[src/rtl/ise_pkg.sv]
// Shared definitions for the image sorting engine: colour codes, FSM state
// encoding and helpers that derive the average/key widths from the channel
// width and the number of fraction bits.
package ise_pkg;

    // Colour class codes; also the most significant field of a sort key,
    // so the numeric order R < G < B is the primary sort order.
    localparam logic [1:0] COLOR_R = 2'd0;
    localparam logic [1:0] COLOR_G = 2'd1;
    localparam logic [1:0] COLOR_B = 2'd2;

    localparam int TYPE_W = 2;

    typedef enum logic [1:0] {
        S_LOAD = 2'd0,
        S_DIV  = 2'd1,
        S_INS  = 2'd2,
        S_OUT  = 2'd3
    } state_t;

    // Fixed-point average: integer part CH_W bits, FRAC_W fraction bits.
    function automatic int avg_width(input int ch_w, input int frac_w);
        return ch_w + frac_w;
    endfunction

    // Sort key = {colour, average}.
    function automatic int key_width(input int ch_w, input int frac_w);
        return TYPE_W + ch_w + frac_w;
    endfunction

endpackage

[src/rtl/ise_seq_div.sv]
// Start/done restoring divider producing Q_W quotient bits, one per cycle.
// The first quotient bit is produced in the start cycle itself, so done
// pulses exactly Q_W cycles after start, with the quotient valid while done
// is high and held until the next start.
// The caller guarantees (dividend >> Q_W) < divisor whenever divisor != 0,
// i.e. the quotient fits in Q_W bits. A zero divisor yields a zero quotient.
// Requires Q_W >= 2.
module ise_seq_div #(
    parameter int DVD_W = 22,
    parameter int DVS_W = 15,
    parameter int Q_W   = 11
) (
    input  logic             clk,
    input  logic             rst,
    input  logic             start,
    input  logic [DVD_W-1:0] dividend,
    input  logic [DVS_W-1:0] divisor,
    output logic             done,
    output logic [Q_W-1:0]   quotient
);

    localparam int CNT_W = $clog2(Q_W + 1);

    logic [DVS_W-1:0] rem_q;
    logic [DVS_W-1:0] dvs_q;
    logic [Q_W-1:0]   shreg_q;
    logic [CNT_W-1:0] cnt_q;
    logic             zero_q;
    logic             done_q;

    logic [DVS_W-1:0] rem_in;
    logic [DVS_W-1:0] dvs_in;
    logic             bit_in;
    logic [DVS_W:0]   trial;
    logic             ge;
    logic [DVS_W-1:0] rem_nxt;
    logic [Q_W-1:0]   shreg_nxt;

    // One restoring step: bring in the next dividend bit, subtract if it fits.
    always_comb begin
        rem_in    = rem_q;
        dvs_in    = dvs_q;
        bit_in    = shreg_q[Q_W-1];
        shreg_nxt = {shreg_q[Q_W-2:0], 1'b0};
        if (start) begin
            rem_in    = DVS_W'(dividend >> Q_W);
            dvs_in    = divisor;
            bit_in    = dividend[Q_W-1];
            shreg_nxt = {dividend[Q_W-2:0], 1'b0};
        end
        trial        = {rem_in, bit_in};
        ge           = (trial >= {1'b0, dvs_in});
        rem_nxt      = ge ? DVS_W'(trial - {1'b0, dvs_in}) : DVS_W'(trial);
        shreg_nxt[0] = ge;
    end

    // Iteration registers: the shift register carries remaining dividend
    // bits out of the top while quotient bits enter at the bottom.
    always_ff @(posedge clk or posedge rst) begin
        if (rst) begin
            rem_q   <= '0;
            dvs_q   <= '0;
            shreg_q <= '0;
            cnt_q   <= '0;
            zero_q  <= 1'b0;
            done_q  <= 1'b0;
        end else begin
            done_q <= 1'b0;
            if (start) begin
                rem_q   <= rem_nxt;
                dvs_q   <= divisor;
                shreg_q <= shreg_nxt;
                cnt_q   <= CNT_W'(Q_W - 1);
                zero_q  <= (divisor == '0);
            end else if (cnt_q != '0) begin
                rem_q   <= rem_nxt;
                shreg_q <= shreg_nxt;
                cnt_q   <= cnt_q - 1'b1;
                if (cnt_q == CNT_W'(1)) begin
                    done_q <= 1'b1;
                end
            end
        end
    end

    assign done     = done_q;
    assign quotient = zero_q ? '0 : shreg_q;

endmodule

[src/rtl/ise_param_sorter.sv]
// Image sorting engine. Pixels stream in over a valid/ready port; each pixel
// is classified by dominant channel and accumulated per class. After the last
// pixel of an image the dominant class average is computed by a sequential
// divider and the image is insertion-sorted into a register list by
// {colour, average}. After NUM_IMG images the sorted arrival indices stream
// out with backpressure.
// Handshakes: a beat transfers on a rising clk edge where valid && ready are
// both high; valid, once raised, stays high with stable payload until taken.
// Optional feature: define ISE_AVG_OUT_EN to expose the stored average of the
// presented entry on avg_out.
module ise_param_sorter
    import ise_pkg::*;
#(
    parameter int NUM_IMG     = 32,
    parameter int PIX_PER_IMG = 16384,
    parameter int CH_W        = 8,
    parameter int FRAC_W      = 3
) (
    input  logic                        clk,
    input  logic                        rst,
    input  logic                        in_valid,
    output logic                        in_ready,
    input  logic [3*CH_W-1:0]           pixel_in,
    output logic                        out_valid,
    input  logic                        out_ready,
    output logic [1:0]                  color_index,
    output logic [$clog2(NUM_IMG)-1:0]  image_out_index,
    output logic                        out_last
`ifdef ISE_AVG_OUT_EN
    ,
    output logic [CH_W+FRAC_W-1:0]      avg_out
`endif
);

    localparam int AVG_W = avg_width(CH_W, FRAC_W);
    localparam int KEY_W = key_width(CH_W, FRAC_W);
    localparam int CNT_W = $clog2(PIX_PER_IMG + 1);
    localparam int SUM_W = CH_W + CNT_W;
    localparam int DVD_W = SUM_W + FRAC_W;
    localparam int IDX_W = $clog2(NUM_IMG);
    localparam int IMG_W = $clog2(NUM_IMG + 1);
    localparam int DC_W  = $clog2(AVG_W);

    state_t state;
    state_t state_nxt;

    logic [CNT_W-1:0] pix_cnt;
    logic [CNT_W-1:0] cnt_r, cnt_g, cnt_b;
    logic [SUM_W-1:0] sum_r, sum_g, sum_b;
    logic [IMG_W-1:0] img_cnt;
    logic [DC_W-1:0]  div_cnt;

    logic [KEY_W-1:0] key_q [NUM_IMG];
    logic [IDX_W-1:0] idx_q [NUM_IMG];

    logic [CH_W-1:0]  pix_r, pix_g, pix_b;
    logic [1:0]       pix_cls;
    logic             accept;
    logic             last_pix;
    logic [1:0]       dom;
    logic [SUM_W-1:0] dom_sum;
    logic [CNT_W-1:0] dom_cnt;
    logic             div_start;
    logic             div_done;
    logic [AVG_W-1:0] div_q;
    logic [KEY_W-1:0] new_key;
    logic [IMG_W-1:0] ins_pos;
    logic             ins_en;
    logic             out_xfer;

    assign pix_r = pixel_in[3*CH_W-1:2*CH_W];
    assign pix_g = pixel_in[2*CH_W-1:CH_W];
    assign pix_b = pixel_in[CH_W-1:0];

    assign in_ready  = (state == S_LOAD);
    assign out_valid = (state == S_OUT);
    assign out_last  = (state == S_OUT) && (img_cnt == IMG_W'(1));
    assign accept    = in_valid && in_ready;
    assign last_pix  = accept && (pix_cnt == CNT_W'(PIX_PER_IMG - 1));
    assign out_xfer  = (state == S_OUT) && out_ready;
    assign div_start = (state == S_DIV) && (div_cnt == '0);
    assign ins_en    = (state == S_INS) && div_done;
    assign new_key   = {dom, div_q};

    // Pixel classification: ties favour R, then G.
    always_comb begin
        if (pix_r >= pix_g && pix_r >= pix_b) begin
            pix_cls = COLOR_R;
        end else if (pix_g > pix_r && pix_g >= pix_b) begin
            pix_cls = COLOR_G;
        end else begin
            pix_cls = COLOR_B;
        end
    end

    // Dominant class of the finished image; counters are frozen in DIV/INS,
    // so this stays valid for both the divider operands and the key.
    always_comb begin
        if (cnt_r > cnt_g && cnt_r > cnt_b) begin
            dom = COLOR_R;
        end else if (cnt_g > cnt_b && cnt_g > cnt_r) begin
            dom = COLOR_G;
        end else begin
            dom = COLOR_B;
        end
        unique case (dom)
            COLOR_R: begin dom_sum = sum_r; dom_cnt = cnt_r; end
            COLOR_G: begin dom_sum = sum_g; dom_cnt = cnt_g; end
            default: begin dom_sum = sum_b; dom_cnt = cnt_b; end
        endcase
    end

    ise_seq_div #(
        .DVD_W (DVD_W),
        .DVS_W (CNT_W),
        .Q_W   (AVG_W)
    ) u_div (
        .clk      (clk),
        .rst      (rst),
        .start    (div_start),
        .dividend ({dom_sum, {FRAC_W{1'b0}}}),
        .divisor  (dom_cnt),
        .done     (div_done),
        .quotient (div_q)
    );

    // Insertion point: number of stored entries whose key is <= the new key,
    // which places the new image after all existing equal keys.
    always_comb begin
        ins_pos = '0;
        for (int i = 0; i < NUM_IMG; i++) begin
            if (IMG_W'(i) < img_cnt && key_q[i] <= new_key) begin
                ins_pos = ins_pos + 1'b1;
            end
        end
    end

    // Next-state logic.
    always_comb begin
        state_nxt = state;
        unique case (state)
            S_LOAD: if (last_pix) state_nxt = S_DIV;
            S_DIV:  if (div_cnt == DC_W'(AVG_W - 1)) state_nxt = S_INS;
            S_INS:  state_nxt = (img_cnt == IMG_W'(NUM_IMG - 1)) ? S_OUT : S_LOAD;
            S_OUT:  if (out_xfer && img_cnt == IMG_W'(1)) state_nxt = S_LOAD;
            default: state_nxt = S_LOAD;
        endcase
    end

    // State register.
    always_ff @(posedge clk or posedge rst) begin
        if (rst) state <= S_LOAD;
        else     state <= state_nxt;
    end

    // Pixel counter within the current image.
    always_ff @(posedge clk or posedge rst) begin
        if (rst) begin
            pix_cnt <= '0;
        end else if (accept) begin
            pix_cnt <= last_pix ? '0 : pix_cnt + 1'b1;
        end
    end

    // Per-class counts and channel sums; cleared once the image is inserted.
    always_ff @(posedge clk or posedge rst) begin
        if (rst) begin
            cnt_r <= '0; cnt_g <= '0; cnt_b <= '0;
            sum_r <= '0; sum_g <= '0; sum_b <= '0;
        end else if (state == S_INS) begin
            cnt_r <= '0; cnt_g <= '0; cnt_b <= '0;
            sum_r <= '0; sum_g <= '0; sum_b <= '0;
        end else if (accept) begin
            unique case (pix_cls)
                COLOR_R: begin cnt_r <= cnt_r + 1'b1; sum_r <= sum_r + SUM_W'(pix_r); end
                COLOR_G: begin cnt_g <= cnt_g + 1'b1; sum_g <= sum_g + SUM_W'(pix_g); end
                default: begin cnt_b <= cnt_b + 1'b1; sum_b <= sum_b + SUM_W'(pix_b); end
            endcase
        end
    end

    // Cycle counter for the division phase.
    always_ff @(posedge clk or posedge rst) begin
        if (rst)                 div_cnt <= '0;
        else if (state == S_DIV) div_cnt <= div_cnt + 1'b1;
        else                     div_cnt <= '0;
    end

    // Image counter: counts up while loading, doubles as remaining-entry
    // count while streaming out.
    always_ff @(posedge clk or posedge rst) begin
        if (rst) begin
            img_cnt <= '0;
        end else if (state == S_INS) begin
            img_cnt <= img_cnt + 1'b1;
        end else if (out_xfer) begin
            img_cnt <= img_cnt - 1'b1;
        end
    end

    // Sorted list: parallel insert with upward shift, downward shift on output.
    always_ff @(posedge clk or posedge rst) begin
        if (rst) begin
            for (int i = 0; i < NUM_IMG; i++) begin
                key_q[i] <= '0;
                idx_q[i] <= '0;
            end
        end else if (ins_en) begin
            if (ins_pos == '0) begin
                key_q[0] <= new_key;
                idx_q[0] <= img_cnt[IDX_W-1:0];
            end
            for (int i = 1; i < NUM_IMG; i++) begin
                if (IMG_W'(i) == ins_pos) begin
                    key_q[i] <= new_key;
                    idx_q[i] <= img_cnt[IDX_W-1:0];
                end else if (IMG_W'(i) > ins_pos) begin
                    key_q[i] <= key_q[i-1];
                    idx_q[i] <= idx_q[i-1];
                end
            end
        end else if (out_xfer) begin
            for (int i = 0; i < NUM_IMG - 1; i++) begin
                key_q[i] <= key_q[i+1];
                idx_q[i] <= idx_q[i+1];
            end
            key_q[NUM_IMG-1] <= '0;
            idx_q[NUM_IMG-1] <= '0;
        end
    end

    assign color_index     = key_q[0][KEY_W-1:AVG_W];
    assign image_out_index = idx_q[0];
`ifdef ISE_AVG_OUT_EN
    assign avg_out         = key_q[0][AVG_W-1:0];
`endif

endmodule

[config.mk]
export PLATFORM = sky130hd
export DESIGN_NAME = ise_param_sorter
export DESIGN_NICKNAME = d
export VERILOG_FILES = /design/src/rtl/ise_pkg.sv /design/src/rtl/ise_seq_div.sv /design/src/rtl/ise_param_sorter.sv
export SDC_FILE = /design/constraint.sdc
export NUM_CORES = 2
export LEC_CHECK = 0
export ABC_AREA = 1
export BUFFER_PORTS_ARGS = -buffer_cell sky130_fd_sc_hd__buf_2
export CORE_MARGIN = 8
export CORE_UTILIZATION = 50
export CTS_BUF_LIST = sky130_fd_sc_hd__clkbuf_16
export CTS_CLUSTER_SIZE = 30
export DETAILED_ROUTE_END_ITERATION = 10
export PLACE_DENSITY_LB_ADDON = 0.15
export REMOVE_ABC_BUFFERS = 1
export SLEW_MARGIN = 20
export SYNTH_ARGS = -nofsm -noshare
export SYNTH_HDL_FRONTEND = slang
export SYNTH_SLANG_ARGS = --single-unit
[constraint.sdc]
create_clock -name clk -period 21.6 [get_ports clk]
set_input_delay 0 -clock clk [delete_from_list [all_inputs] [get_ports clk]]
set_output_delay 0 -clock clk [all_outputs]
set_load 0.02 [all_outputs]
==> results.py <==
metrics = {
    "drt": {
        "drtIter0Drc": 6999,
        "vias_per_cell": 5.82,
        "totalWireLength_um": 242000,
        "drt_pass1_iterations": 5,
        "ant_nets": 0,
        "wl_per_cell_um": 21.1,
        "vias": 66700,
        "drcViolationCount": 0,
    },
    "outcome": {
        "status": "complete, no violations",
    },
    "logic_synthesis": {
        "synth_warnings": 0,
        "yosys-top-cells-area": "dfrtp_1 (30%), nand2_1 (21%), ha_1 (11%), nand3_1 (8.9%), inv_1 (6.3%)",
        "synth.most_common_cell": "nand2_1",
        "synthFlopType": "dfrtp_1",
        "yosysSeqAreaShare": 0.300,
        "synth_edf_count": 0,
        "ys_ff_latch": 764,
        "netlist_instances": 9791,
        "synth.avg_cell_area_sq_um": 6.52,
        "synth.top_cell.area_share": 0.300,
        "synth_common_cells": "nand2_1 (3488), nand3_1 (1133), inv_1 (1079)",
        "synth_cell_type_count": 72,
        "async_flop_share": 1.00,
        "syn_area_sq_mm": 0.0638,
        "yosysTopAreaCell": "dfrtp_1",
    },
    "worst_setup_path": {
        "worstPathBufferInverterCount": 13,
        "cp_max_fo": 19,
        "critPathSlowestCell": "or3_1",
        "start_kind": "flip-flop",
        "required_ns": 22.27,
        "crit_path_end_kind": "flip-flop",
        "cpPeakStageDelay_ns": 0.41,
        "crit_type": "reg -> reg",
        "cp_top_family": "adder cells",
        "crit_top_cell": "nand2_1",
        "arrival_ns": 20.80,
    },
    "floorplan": {
        "rows": 131,
        "die_w_um": 373,
        "io_pins": 38,
        "die_area_sq_mm": 0.139,
        "start_util": 0.502,
        "coreArea_sq_mm": 0.127,
        "fp.dieH_um": 373,
    },
    "placement": {
        "hpwl_um": 170000,
        "port_buffers": 37,
        "gp_congestion": 0.960,
    },
    "clock_network": {
        "cts_made_buffers": 97,
        "clkLatencyLatePin_ns": 0.75,
        "ctsRootBufferMaster": "clkbuf_16",
        "cts_num_sinks": 764,
        "htree_levels": 3,
        "path_clk_slew_ns": 0.06,
        "clk_path_buf_depth": 3,
        "tritoncts": "built",
    },
    "global_routing": {
        "grt-ovfl-total": 0,
        "grt_max_degree": 188,
        "met2_usage": 0.518,
        "grt_usage": 0.332,
        "grt_pass1_wl_um": 372000,
        "grt_pass1_vias": 63000,
        "grtUsageMet1": 0.441,
        "gr-max-usage-layer": "met2",
        "use_met3": 0.0587,
        "antenna_found_initial": 7,
    },
    "hold_path": {
        "hold_class": "in -> async",
    },
    "timing": {
        "rsz0062_at_grt": "yes",
        "hold_viol": 0,
        "achievable-frequency_mhz": 49.7,
        "worstMarginPinSlew_ns": 1.22,
        "finalSetupViolations": 0,
        "drv_slew": 0,
        "layout_min_cycle_time_ns": 20.14,
        "fin_crit_sh": 0.932,
        "final.setup_skew_ns": 0.0287,
        "setup_tns_ns": 0,
        "relSlewSlack": 0.177,
    },
    "run": {
        "drv_cap": 0,
    },
    "layout": {
        "n_fill_cell": 12500,
        "nNetsFinal": 10300,
        "drive_above_1_share": 0.0741,
        "area_growth_pct": 9.89,
    },
    "pwr": {
        "p_leak_nw": 39.7,
        "ir_drop_mv": 0.472,
        "power.density_mw_per_mm2": 135,
        "finalPower_w": 0.00946,
    },
}
[flip-flops by register name (all words and copies together), names as in the netlist]
name / flops
img_cnt: 6
u_div.zero_q: 1
key_q: 414
u_div.cnt_q: 4
sum_g: 23
u_div.rem_q: 15
u_div.shreg_q: 11
div_cnt: 4
cnt_g: 15
u_div.dvs_q: 15
image_out_index: 5
cnt_r: 15
sum_r: 23
idx_q: 155
cnt_b: 15
state: 2
u_div.done: 1
sum_b: 23
pix_cnt: 15
color_index: 2
[through the flow]
step | std cells | setup slack (ns) | cell area (sq um) | hold WS (ns) | utilization
2_1_floorplan | 9340 | -3.28 | 61800 | 0.230 | -
3_3_place_gp | 11200 | 0.723 | 65500 | 0.293 | 0.515
3_5_place_dp | 11200 | 0.511 | 65500 | 0.291 | 0.515
4_1_cts | 11400 | 0.412 | 69100 | 0.0535 | 0.544
5_1_grt | 11500 | -0.0586 | 70100 | 0.138 | 0.551
6_report | 11500 | 1.46 | 70100 | 0.0529 | 0.551
[cells by family (layout without fill, tap and decap cells)]
| family | after synthesis | after routing | share of synthesized area |
|---|---|---|---|
| other | 0 | 5 | 0 |
| xor gates and xnor gates | 39 | 39 | 0.00535 |
| adders and majority gates | 571 | 571 | 0.112 |
| buffers and inverters | 1584 | 1586 | 0.0988 |
| AOI/OAI and AO/OA | 1097 | 1097 | 0.0995 |
| DFF | 764 | 764 | 0.300 |
| and+or+nand+nor | 5736 | 5738 | 0.384 |
[report_power, final]
group	switching, W	internal [W]
Combinational	0.00458	0.00164
Sequential	0.0000532	0.00149
Clock	0.000715	0.000985
[cell type report]
type | count | area (sq um) | share of cell area
Antenna cell | 5 | 12.5 | 0.000178
Multi-Input combinational cell | 7445 | 38900 | 0.555
Timing Repair Buffer | 277 | 2460 | 0.0350
Inverter | 1133 | 4310 | 0.0615
Clock inverter | 79 | 801 | 0.0114
Tap cell | 1662 | 2080 | 0.0296
Clock buffer | 97 | 2430 | 0.0346
Sequential cell | 764 | 19100 | 0.273
[worst paths after layout]
path / from / slack, ns / to / cells after the start
setup reg to reg: cnt_b[2] / 1.46 / key_q[244] / 126
setup / recovery: cnt_b[2] / 1.46 / key_q[244] / 126
max in group asynchronous: rst / 18.64 / key_q[109] / 6
min in group clk: pixel_in[8] / 0.21 / sum_g[0] / 4
hold / removal: rst / 0.05 / pix_cnt[14] / 3
hold reg to reg: idx_q[154] / 0.48 / idx_q[154] / 2
[metal layers]
layer  wire length (um)  up-vias  share of wire
met2             106000     2993           0.44
li1                   -    31500              -
met4              14500        4          0.060
met3              21400      701          0.088
met5                 36        -        0.00015
met1              99800    31500           0.41
[cell usage in the layout (no fill, tap or decap), types with 24 or more instances in the layout]
cell type and n:
nand2_1 3467, nand3_1 1129, inv_1 1093, dfrtp_1 764, nor2_1 626, ha_1 567, a21oi_1 512, o21ai_0 317
buf_4 162, nand4_1 137, clkbuf_16 99, nand2_2 98, nand3_2 54, nor3_1 52, dlygate4sd3_1 41, buf_2 37
o21a_1 35, inv_2 30, nand2_4 29, clkinv_1 28, clkinv_2 26, xor2_1 26, or2_2 24
[what timing repair did]
item	in CTS	in global routing
setup endpoints to repair	0	576
setup buffers	0	38
hold endpoints to repair	154	0
hold buffers	41	0
gates resized for setup	0	118
[worst min-delay path: stages]
cell	delay, ns
dlygate4sd3_1	0.53
buf_2	0.15
inv_8	0.65
No activity file was read; power rests on OpenSTA's default activity.
